[src/rtl/r_encoder_if.sv]
// Request and instruction-memory write bus of the LEGv8 R-format encoder.
interface r_encoder_if #(
    parameter int ADDR_W = 16
);
    logic              req_valid;
    logic              req_ready;
    logic [3:0]        req_func;
    logic [4:0]        req_rd;
    logic [4:0]        req_rn;
    logic [4:0]        req_rm;
    logic [5:0]        req_shamt;
    logic              req_err;
    logic              mem_stall;
    logic              mem_write;
    logic [ADDR_W-1:0] mem_addr;
    logic [31:0]       mem_data;
    logic [ADDR_W-1:0] word_count;
    logic              halted;

    modport slave (
        input  req_valid, req_func, req_rd, req_rn, req_rm, req_shamt, mem_stall,
        output req_ready, req_err, mem_write, mem_addr, mem_data, word_count, halted
    );

    modport master (
        output req_valid, req_func, req_rd, req_rn, req_rm, req_shamt, mem_stall,
        input  req_ready, req_err, mem_write, mem_addr, mem_data, word_count, halted
    );
endinterface

[src/rtl/r_encoder.sv]
// Encodes LEGv8 R-format instruction words, queues them in a FIFO and streams
// them into instruction memory at consecutive word addresses until MAX_WORDS.
module r_encoder #(
    parameter int DEPTH     = 4,
    parameter int ADDR_W    = 16,
    parameter int BASE_ADDR = 0,
    parameter int MAX_WORDS = 1024
) (
    input logic        clock,
    input logic        reset,
    input logic        restart,
    r_encoder_if.slave bus
);
    localparam int PTR_W = $clog2(DEPTH);
    localparam logic [ADDR_W-1:0] LAST_WORD = ADDR_W'(MAX_WORDS - 1);
    localparam logic [PTR_W:0]    LEVEL_ONE = (PTR_W + 1)'(1);
    localparam logic [PTR_W:0]    LEVEL_MAX = (PTR_W + 1)'(DEPTH);

    typedef enum logic [1:0] {IDLE, WRITE, HALT} state_e;

    typedef enum logic [3:0] {
        F_AND, F_ANDS, F_ORR, F_EOR, F_ADD, F_ADDS, F_SUB, F_SUBS, F_LSL, F_LSR
    } func_e;

    function automatic logic [31:0] encode(input logic [3:0] func,
                                           input logic [4:0] rd, input logic [4:0] rn,
                                           input logic [4:0] rm, input logic [5:0] shamt);
        logic [10:0] op;
        logic        shift;
        op    = '0;
        shift = 1'b0;
        case (func_e'(func))
            F_AND:   op = 11'b10001010000;
            F_ANDS:  op = 11'b11101010000;
            F_ORR:   op = 11'b10101010000;
            F_EOR:   op = 11'b11001010000;
            F_ADD:   op = 11'b10001011000;
            F_ADDS:  op = 11'b10101011000;
            F_SUB:   op = 11'b11001011000;
            F_SUBS:  op = 11'b11101011000;
            F_LSL:   begin op = 11'b11010011011; shift = 1'b1; end
            F_LSR:   begin op = 11'b11010011010; shift = 1'b1; end
            default: op = '0;
        endcase
        // Shifts carry shamt with Rm zeroed; everything else carries Rm with shamt zeroed.
        return shift ? {op, 5'd0, shamt, rn, rd} : {op, rm, 6'd0, rn, rd};
    endfunction

    state_e            state, state_next;
    logic [31:0]       fifo_mem [DEPTH];
    logic [PTR_W:0]    wr_ptr, rd_ptr, fifo_level;
    logic              fifo_empty, fifo_full;
    logic              legal, accept, push, pop;
    logic [ADDR_W-1:0] addr_q, count_q;
    logic              err_q;

    assign fifo_level = wr_ptr - rd_ptr;
    assign fifo_empty = (fifo_level == '0);
    assign fifo_full  = (fifo_level == LEVEL_MAX);
    assign legal      = (bus.req_func <= 4'd9);

    // A same-cycle pop never frees a slot for a push: ready looks only at the registered level.
    assign bus.req_ready = ~fifo_full & (state != HALT);
    assign accept        = bus.req_valid & bus.req_ready;
    assign push          = accept & legal;
    assign pop           = (state == WRITE) & ~bus.mem_stall;

    assign bus.mem_write  = (state == WRITE);
    assign bus.halted     = (state == HALT);
    assign bus.mem_addr   = addr_q;
    assign bus.word_count = count_q;
    assign bus.req_err    = err_q;
    assign bus.mem_data   = (state == WRITE) ? fifo_mem[rd_ptr[PTR_W-1:0]] : '0;

    // NOTE: every variable driven in always_comb gets a default first so no latch is inferred.
    always_comb begin
        state_next = state;
        case (state)
            IDLE:  if (!fifo_empty) state_next = WRITE;
            WRITE: begin
                if (pop) begin
                    if (count_q == LAST_WORD)                 state_next = HALT;
                    else if (fifo_level == LEVEL_ONE && !push) state_next = IDLE;
                end
            end
            HALT:    state_next = HALT;
            default: state_next = IDLE;
        endcase
    end

    // NOTE: the storage array has no reset; the pointers alone define which entries are valid.
    always_ff @(posedge clock) begin
        if (push) fifo_mem[wr_ptr[PTR_W-1:0]] <= encode(bus.req_func, bus.req_rd, bus.req_rn,
                                                        bus.req_rm, bus.req_shamt);
    end

    // NOTE: sequential state uses non-blocking assignments so every register samples pre-edge values.
    always_ff @(posedge clock) begin
        if (reset || restart) begin
            state   <= IDLE;
            wr_ptr  <= '0;
            rd_ptr  <= '0;
            addr_q  <= ADDR_W'(BASE_ADDR);
            count_q <= '0;
            err_q   <= 1'b0;
        end else begin
            state <= state_next;
            err_q <= accept & ~legal;
            if (push) wr_ptr <= wr_ptr + LEVEL_ONE;
            if (pop) begin
                rd_ptr  <= rd_ptr + LEVEL_ONE;
                addr_q  <= addr_q + ADDR_W'(4);
                count_q <= count_q + ADDR_W'(1);
            end
        end
    end
endmodule
[src/flat_wrapper.sv]
// flat-port wrapper written by rule: the top's interface ports become plain ports
module r_encoder_flat 
#(
    parameter int DEPTH     = 4,
    parameter int ADDR_W    = 16,
    parameter int BASE_ADDR = 0,
    parameter int MAX_WORDS = 1024
)
  (clock, reset, restart, bus_req_valid, bus_req_func, bus_req_rd, bus_req_rn, bus_req_rm, bus_req_shamt, bus_mem_stall, bus_req_ready, bus_req_err, bus_mem_write, bus_mem_addr, bus_mem_data, bus_word_count, bus_halted);
  r_encoder_if #(.ADDR_W(ADDR_W)) bus_i ();
  input logic clock;
  input logic reset;
  input logic restart;
  input wire logic [$bits(bus_i.req_valid)-1:0] bus_req_valid;
  input wire logic [$bits(bus_i.req_func)-1:0] bus_req_func;
  input wire logic [$bits(bus_i.req_rd)-1:0] bus_req_rd;
  input wire logic [$bits(bus_i.req_rn)-1:0] bus_req_rn;
  input wire logic [$bits(bus_i.req_rm)-1:0] bus_req_rm;
  input wire logic [$bits(bus_i.req_shamt)-1:0] bus_req_shamt;
  input wire logic [$bits(bus_i.mem_stall)-1:0] bus_mem_stall;
  output wire logic [$bits(bus_i.req_ready)-1:0] bus_req_ready;
  output wire logic [$bits(bus_i.req_err)-1:0] bus_req_err;
  output wire logic [$bits(bus_i.mem_write)-1:0] bus_mem_write;
  output wire logic [$bits(bus_i.mem_addr)-1:0] bus_mem_addr;
  output wire logic [$bits(bus_i.mem_data)-1:0] bus_mem_data;
  output wire logic [$bits(bus_i.word_count)-1:0] bus_word_count;
  output wire logic [$bits(bus_i.halted)-1:0] bus_halted;
  assign bus_i.req_valid = bus_req_valid;
  assign bus_i.req_func = bus_req_func;
  assign bus_i.req_rd = bus_req_rd;
  assign bus_i.req_rn = bus_req_rn;
  assign bus_i.req_rm = bus_req_rm;
  assign bus_i.req_shamt = bus_req_shamt;
  assign bus_i.mem_stall = bus_mem_stall;
  assign bus_req_ready = bus_i.req_ready;
  assign bus_req_err = bus_i.req_err;
  assign bus_mem_write = bus_i.mem_write;
  assign bus_mem_addr = bus_i.mem_addr;
  assign bus_mem_data = bus_i.mem_data;
  assign bus_word_count = bus_i.word_count;
  assign bus_halted = bus_i.halted;
  r_encoder #(.DEPTH(DEPTH), .ADDR_W(ADDR_W), .BASE_ADDR(BASE_ADDR), .MAX_WORDS(MAX_WORDS)) u_core (.clock(clock), .reset(reset), .restart(restart), .bus(bus_i));
endmodule
[config.mk]
export PLATFORM = sky130hd
export DESIGN_NAME = r_encoder_flat
export DESIGN_NICKNAME = d
export VERILOG_FILES = /design/src/rtl/r_encoder_if.sv /design/src/rtl/r_encoder.sv /design/src/flat_wrapper.sv
export SDC_FILE = /design/constraint.sdc
export NUM_CORES = 1
export LEC_CHECK = 0
export ABC_AREA = 0
export CAP_MARGIN = 30
export CORE_MARGIN = 2
export CORE_UTILIZATION = 45
export CTS_CLUSTER_SIZE = 40
export DETAILED_ROUTE_END_ITERATION = 7
export DONT_BUFFER_PORTS = 1
export GPL_ROUTABILITY_DRIVEN = 0
export GPL_TIMING_DRIVEN = 0
export HOLD_SLACK_MARGIN = 0.05
export PLACE_DENSITY = 0.66
export SYNTH_ARGS = -nofsm -noshare
export SYNTH_HDL_FRONTEND = slang
export SYNTH_SLANG_ARGS = --single-unit
[constraint.sdc]
create_clock -name clock -period 2.6 [get_ports clock]
set_input_delay 0.78 -clock clock [delete_from_list [all_inputs] [get_ports clock]]
set_output_delay 0.78 -clock clock [all_outputs]
set_load 0.05 [all_outputs]
; After elaboration in Yosys (flattened, before gate mapping)
; Memory sizes are Yosys's and may differ from the RTL's. A register that Yosys moved wholly into a read port is not among the register bits.
; Index checks and enable logic that the tools add are counted.
[totals]
ff_bits = 41
ram_bits = 128
input_bits = 30
out_inout_bits = 68
wordCells = 62
memories = 1
[mem_list]
columns = memory, depth, width, rd, rd_clocked_by_memory_dff, write_ports, line_no
row1 = u_core.fifo_mem, 4, 32, 1, 1, 1, r_encoder.sv:50  ; logic [31:0] fifo_mem [DEPTH];
[op_classes]
addsub = 5
n_lt_le_gt_ge = 1
eq_ne = 18
n_mux = 15
n_bitwise = 8
reduce_logical = 8
[ops]
columns = operator, n
row1 = $pmux W11 S10, 1
row2 = $mux W32, 1
row3 = $mux W21, 1
row4 = $add A16 B1 Y16 const B, 1
row5 = $add A16 B3 Y16 const B, 1
row6 = $eq A16 B10 Y1 const B, 1
row7 = $eq A4 B3 Y1 const B, 4
row8 = $mux W2, 6
row9 = $mux W11, 1
row10 = $eq A4 B2 Y1 const B, 2
row11 = $eq A4 B4 Y1 const B, 2
row12 = $add A3 B1 Y3 const B, 2
row13 = $pmux W2 S3, 1
row14 = $and A1 B1 Y1, 5
row15 = $eq A4 B1 Y1 const B, 1
row16 = $le A4 B4 Y1 const B, 1
row17 = $logic_not A4 Y1, 1
row18 = $mux W1, 4
row19 = $ne A2 B2 Y1 const B, 2
row20 = $eq A3 B1 Y1 const B, 1
row21 = $eq A3 B3 Y1 const B, 1
row22 = $logic_not A3 Y1, 1
row23 = $ne A3 B1 Y1 const B, 1
row24 = $not A1 Y1, 3
row25 = 10 further kinds, 10

; Depth between registers and ports, before layout
[logic_depth]
word_depth = 12
ltp_mapped = 7

; Worst setup path before layout
; No wires, ideal clock.
[synth_timing]
path_type = register -> output
startpoint = register with a tool-made name
endpoint = output bus_mem_data[28]
arrival_time_ns = 2.002
t_required_ns = 1.820
path_slack_ns = -0.182
path_stages_with_launch = 6
n_path_buf = 3
cell_sequence = dfxtp_1 > buf_2 > buf_2 > mux4_2 > and2_1 > buf_4
[synth_rtl]
columns = item, line_no
row1 = end: declaration, flat_wrapper.sv:25  ; output wire logic [$bits(bus_i.mem_data)-1:0] bus_mem_data;

==> flow_summary.json <==
{
  "status": "finished with violations",
  "violations": "negative setup slack",
  "syn_to_final_growth_pct": 19.0,
  "numCtsBuffers": 17,
  "setup.worst_path.class": "reg -> out",
  "drt-total-wl_um": 12300,
  "max_clock_freq_ghz": 0.375,
  "overflow": 0,
  "r2r_cells": 8,
  "die-area_um2": 15100,
  "antenna_cells": 0,
  "crit_required_ns": 1.82,
  "async_reset_ff_share_pct": 0,
  "grt_usage_pct": 17.5,
  "grt_max_degree": 30,
  "slew_violations": 0,
  "cap_violations": 0,
  "drive_above_1_share_pct": 28.1,
  "maxSlewHeadroom_pct": 49.6,
  "initial_core_util_pct": 45.9,
  "synth_top_family_by_area": "simple AND/OR/NAND/NOR gates",
  "drc_errors": 0,
  "r2r_start": "u_core.wr_ptr[0]",
  "ys_seq_area_share_pct": 66.0,
  "fp.dieW_um": 123,
  "cp_data_arrival_time_ns": 1.88,
  "clkTransAtPathRegs_ns": 0.06,
  "leakagePower_nw": 2.50,
  "synthMuxAreaShare_pct": 10.1,
  "cts_sinks": 153,
  "worstMarginPinSlew_ns": 0.748,
  "synth_adder_area_share_pct": 1.89,
  "finalSetupViolCount": 4,
  "dpl_worst_slack_ns": -0.405,
  "p_per_area_nw_per_um2": 745,
  "drtAntennaViolNets": 0,
  "antenna_found_initial": 0,
  "vias": 3620,
  "worst_slack_ns": -0.0639,
  "holdBufCountCts": 0,
  "ys.flop_type": "edfxtp_1",
  "grt_first_pass_wirelength_um": 19300,
  "row_count": 43,
  "via_per_inst": 5.54,
  "syn-cell-area_um2": 6340,
  "die_h_um": 123,
  "drtPass1Iterations": 4,
  "syn_area_per_cell_um2": 14.8,
  "min_delay_worst_endpoint": "u_core.fifo_mem[2][7]",
  "synth_compound_area_share_pct": 3.10,
  "fin_crit_ns": 2.66,
  "clk_latency_ns": 0.42,
  "clockBufferDepth": 2,
  "pin_count": 98,
  "wl_per_cell_um": 18.8,
  "htreeDepth": 4,
  "ys_ff_latch": 153,
  "cts-root-buf": "clkbuf_16",
  "io_buffer_count": 0,
  "r2r-end": "u_core.fifo_mem[3][5]",
  "finalCritPeriodShare_pct": 102,
  "drt_iter0_drc": 172,
  "yosys_warnings": 0,
  "synth_xor_area_share_pct": 3.39,
  "fin_nets": 499,
  "rsz0062_at_grt": "yes",
  "dp_hpwl_um": 7870,
  "grt_pass1_vias": 3678,
  "syn_inst": 428,
  "min_path_cells": 0,
  "cts_tree": "done",
  "cp-end-kind": "output port",
  "yosysUniqueCellTypes": 44,
  "start_kind": "flop",
  "peakVddDrop_uv": 443,
  "hp-class": "in -> reg",
  "finalHoldViolCount": 0,
  "regToRegSetupSlack_ns": 0.13,
  "synth_edf_count": 112,
  "yosys.area_share.simple_pct": 13.2,
  "fp.coreArea_um2": 13800,
  "worstPathMaxFanout": 5,
  "hold_start": "bus_req_rn[2]",
  "timing.clock.skew_ns": 0.00780,
  "holdWs_ns": 0.452
}
-- registers in the layout, indices dropped and copies added, names as in the netlist, named ones only --
register and count:
u_core.fifo_mem 112, u_core.bus.word_count 16, u_core.bus.mem_addr 14, u_core.rd_ptr 3, u_core.wr_ptr 3, u_core.state 2, u_core.bus.req_err 1
-- how the worst max path moves through the flow --
stage                startpoint                     to  slack [ns]  cells after the start
2_1_floorplan              flop       bus_mem_data[28]       -0.03                      5
3_3_place_gp               flop       bus_mem_data[28]       -0.38                      5
3_5_place_dp               flop       bus_mem_data[28]       -0.41                      5
4_1_cts        u_core.wr_ptr[0]  u_core.fifo_mem[3][5]       -0.16                      7
5_1_grt                    flop       bus_mem_data[28]       -0.12                      5
6_report                   flop       bus_mem_data[28]       -0.06                      5
-- per-stage QoR --
stage	power (W)	instances	TNS, ns	utilization, %	instance area (µm²)
global placement	0.00292	611	-40.21	47.7	6590
detailed placement	0.00293	611	-46.99	47.7	6590
CTS	0.00566	652	-13.61	54.7	7570
finish	0.00562	653	-0.176	54.6	7540
floorplan	0.00289	431	-0.0339	-	6370
global route	0.00578	653	-1.42	54.6	7540
-- critical path, cell delays in order (launching register included) --
cell and delay [ns]:
dfxtp_2 0.33, buf_8 0.11, buf_12 0.12, mux4_2 0.49
and2_4 0.24, buf_8 0.16
-- Yosys cell counts (all sizes together), types with 2 or more instances --
cell / instances / area share, %
or3: 6 / 0.67
xnor2: 13 / 1.8
nand4: 9 / 0.89
nor3: 3 / 0.24
clkbuf: 13 / 0.77
nand2: 18 / 1.1
nor2: 32 / 1.9
and2: 38 / 3.7
ha: 8 / 1.6
nor4bb: 2 / 0.32
nor4b: 2 / 0.28
nor2b: 3 / 0.30
or4: 4 / 0.47
and3: 10 / 0.99
a21oi: 13 / 1.0
mux4: 28 / 9.9
xor2: 9 / 1.2
buf: 10 / 1.0
and4: 3 / 0.41
o21ai: 7 / 0.55
dfxtp: 41 / 13
edfxtp: 112 / 53
nand3: 12 / 0.95
inv: 7 / 0.41
nor4: 3 / 0.30
o31ai: 6 / 0.71
-- metal layers --
layer / share of wire (%) / up-vias / track usage [%]
met5: 0 / - / 0
met4: 1.5 / 0 / 7.11
met3: 8.1 / 15 / 6.97
met2: 51 / 120 / 29.0
met1: 39 / 1815 / 20.3
li1: - / 1670 / -
-- cells in the final DEF (no fill, tap or decap), types with 4 or more instances in the layout --
master     count
nand2_1       17
buf_4         11
a21oi_1       13
o21ai_0        7
xnor2_1       13
nand4_1        9
dfxtp_1       37
mux4_2        28
or3_1          5
inv_1          5
or4_1          4
xor2_1         9
edfxtp_1     112
bufinv_16      6
buf_6          4
nor2_1        30
and2_4        32
conb_1         4
clkbuf_16     17
and2_1         6
and3_1        10
nand3_1       12
o31ai_1        6
clkbuf_1       8
ha_1           7
-- kinds of logic (layout without fill, tap and decap cells) --
kind of cell	Yosys count	in the layout
DFF	153	153
buffers and inverters	30	72
other	1	4
muxes	29	29
xor gates and xnor gates	23	23
and+or+nand+nor	151	151
AOI/OAI and AO/OA	32	32
adders and majority gates	9	9
-- repair_timing --
item / CTS / global route
gates cloned: 1 / 0
pin swaps: 3 / 3
setup endpoints to repair: 145 / 114
gates resized for setup: 97 / 7
buffers inserted: 9 / 4
-- cell type report --
cell class / instances / area, µm²
well taps: 180 / 225
flip-flops and latches: 153 / 4190
multi-input cells: 248 / 2160
plain buffers: 21 / 171
clock inverters: 14 / 226
inverters: 7 / 26.3
repair buffers: 12 / 118
clock buffers: 18 / 429
fillers: 1106 / 6280
-- where the power goes --
group / switching (W) / internal [W] / leakage (nW)
clock network: 0.000929 / 0.00179 / 0.315
logic: 0.000148 / 0.0000812 / 0.831
registers: 0.0000125 / 0.00266 / 1.35
No activity file was read; power rests on OpenSTA's default activity.
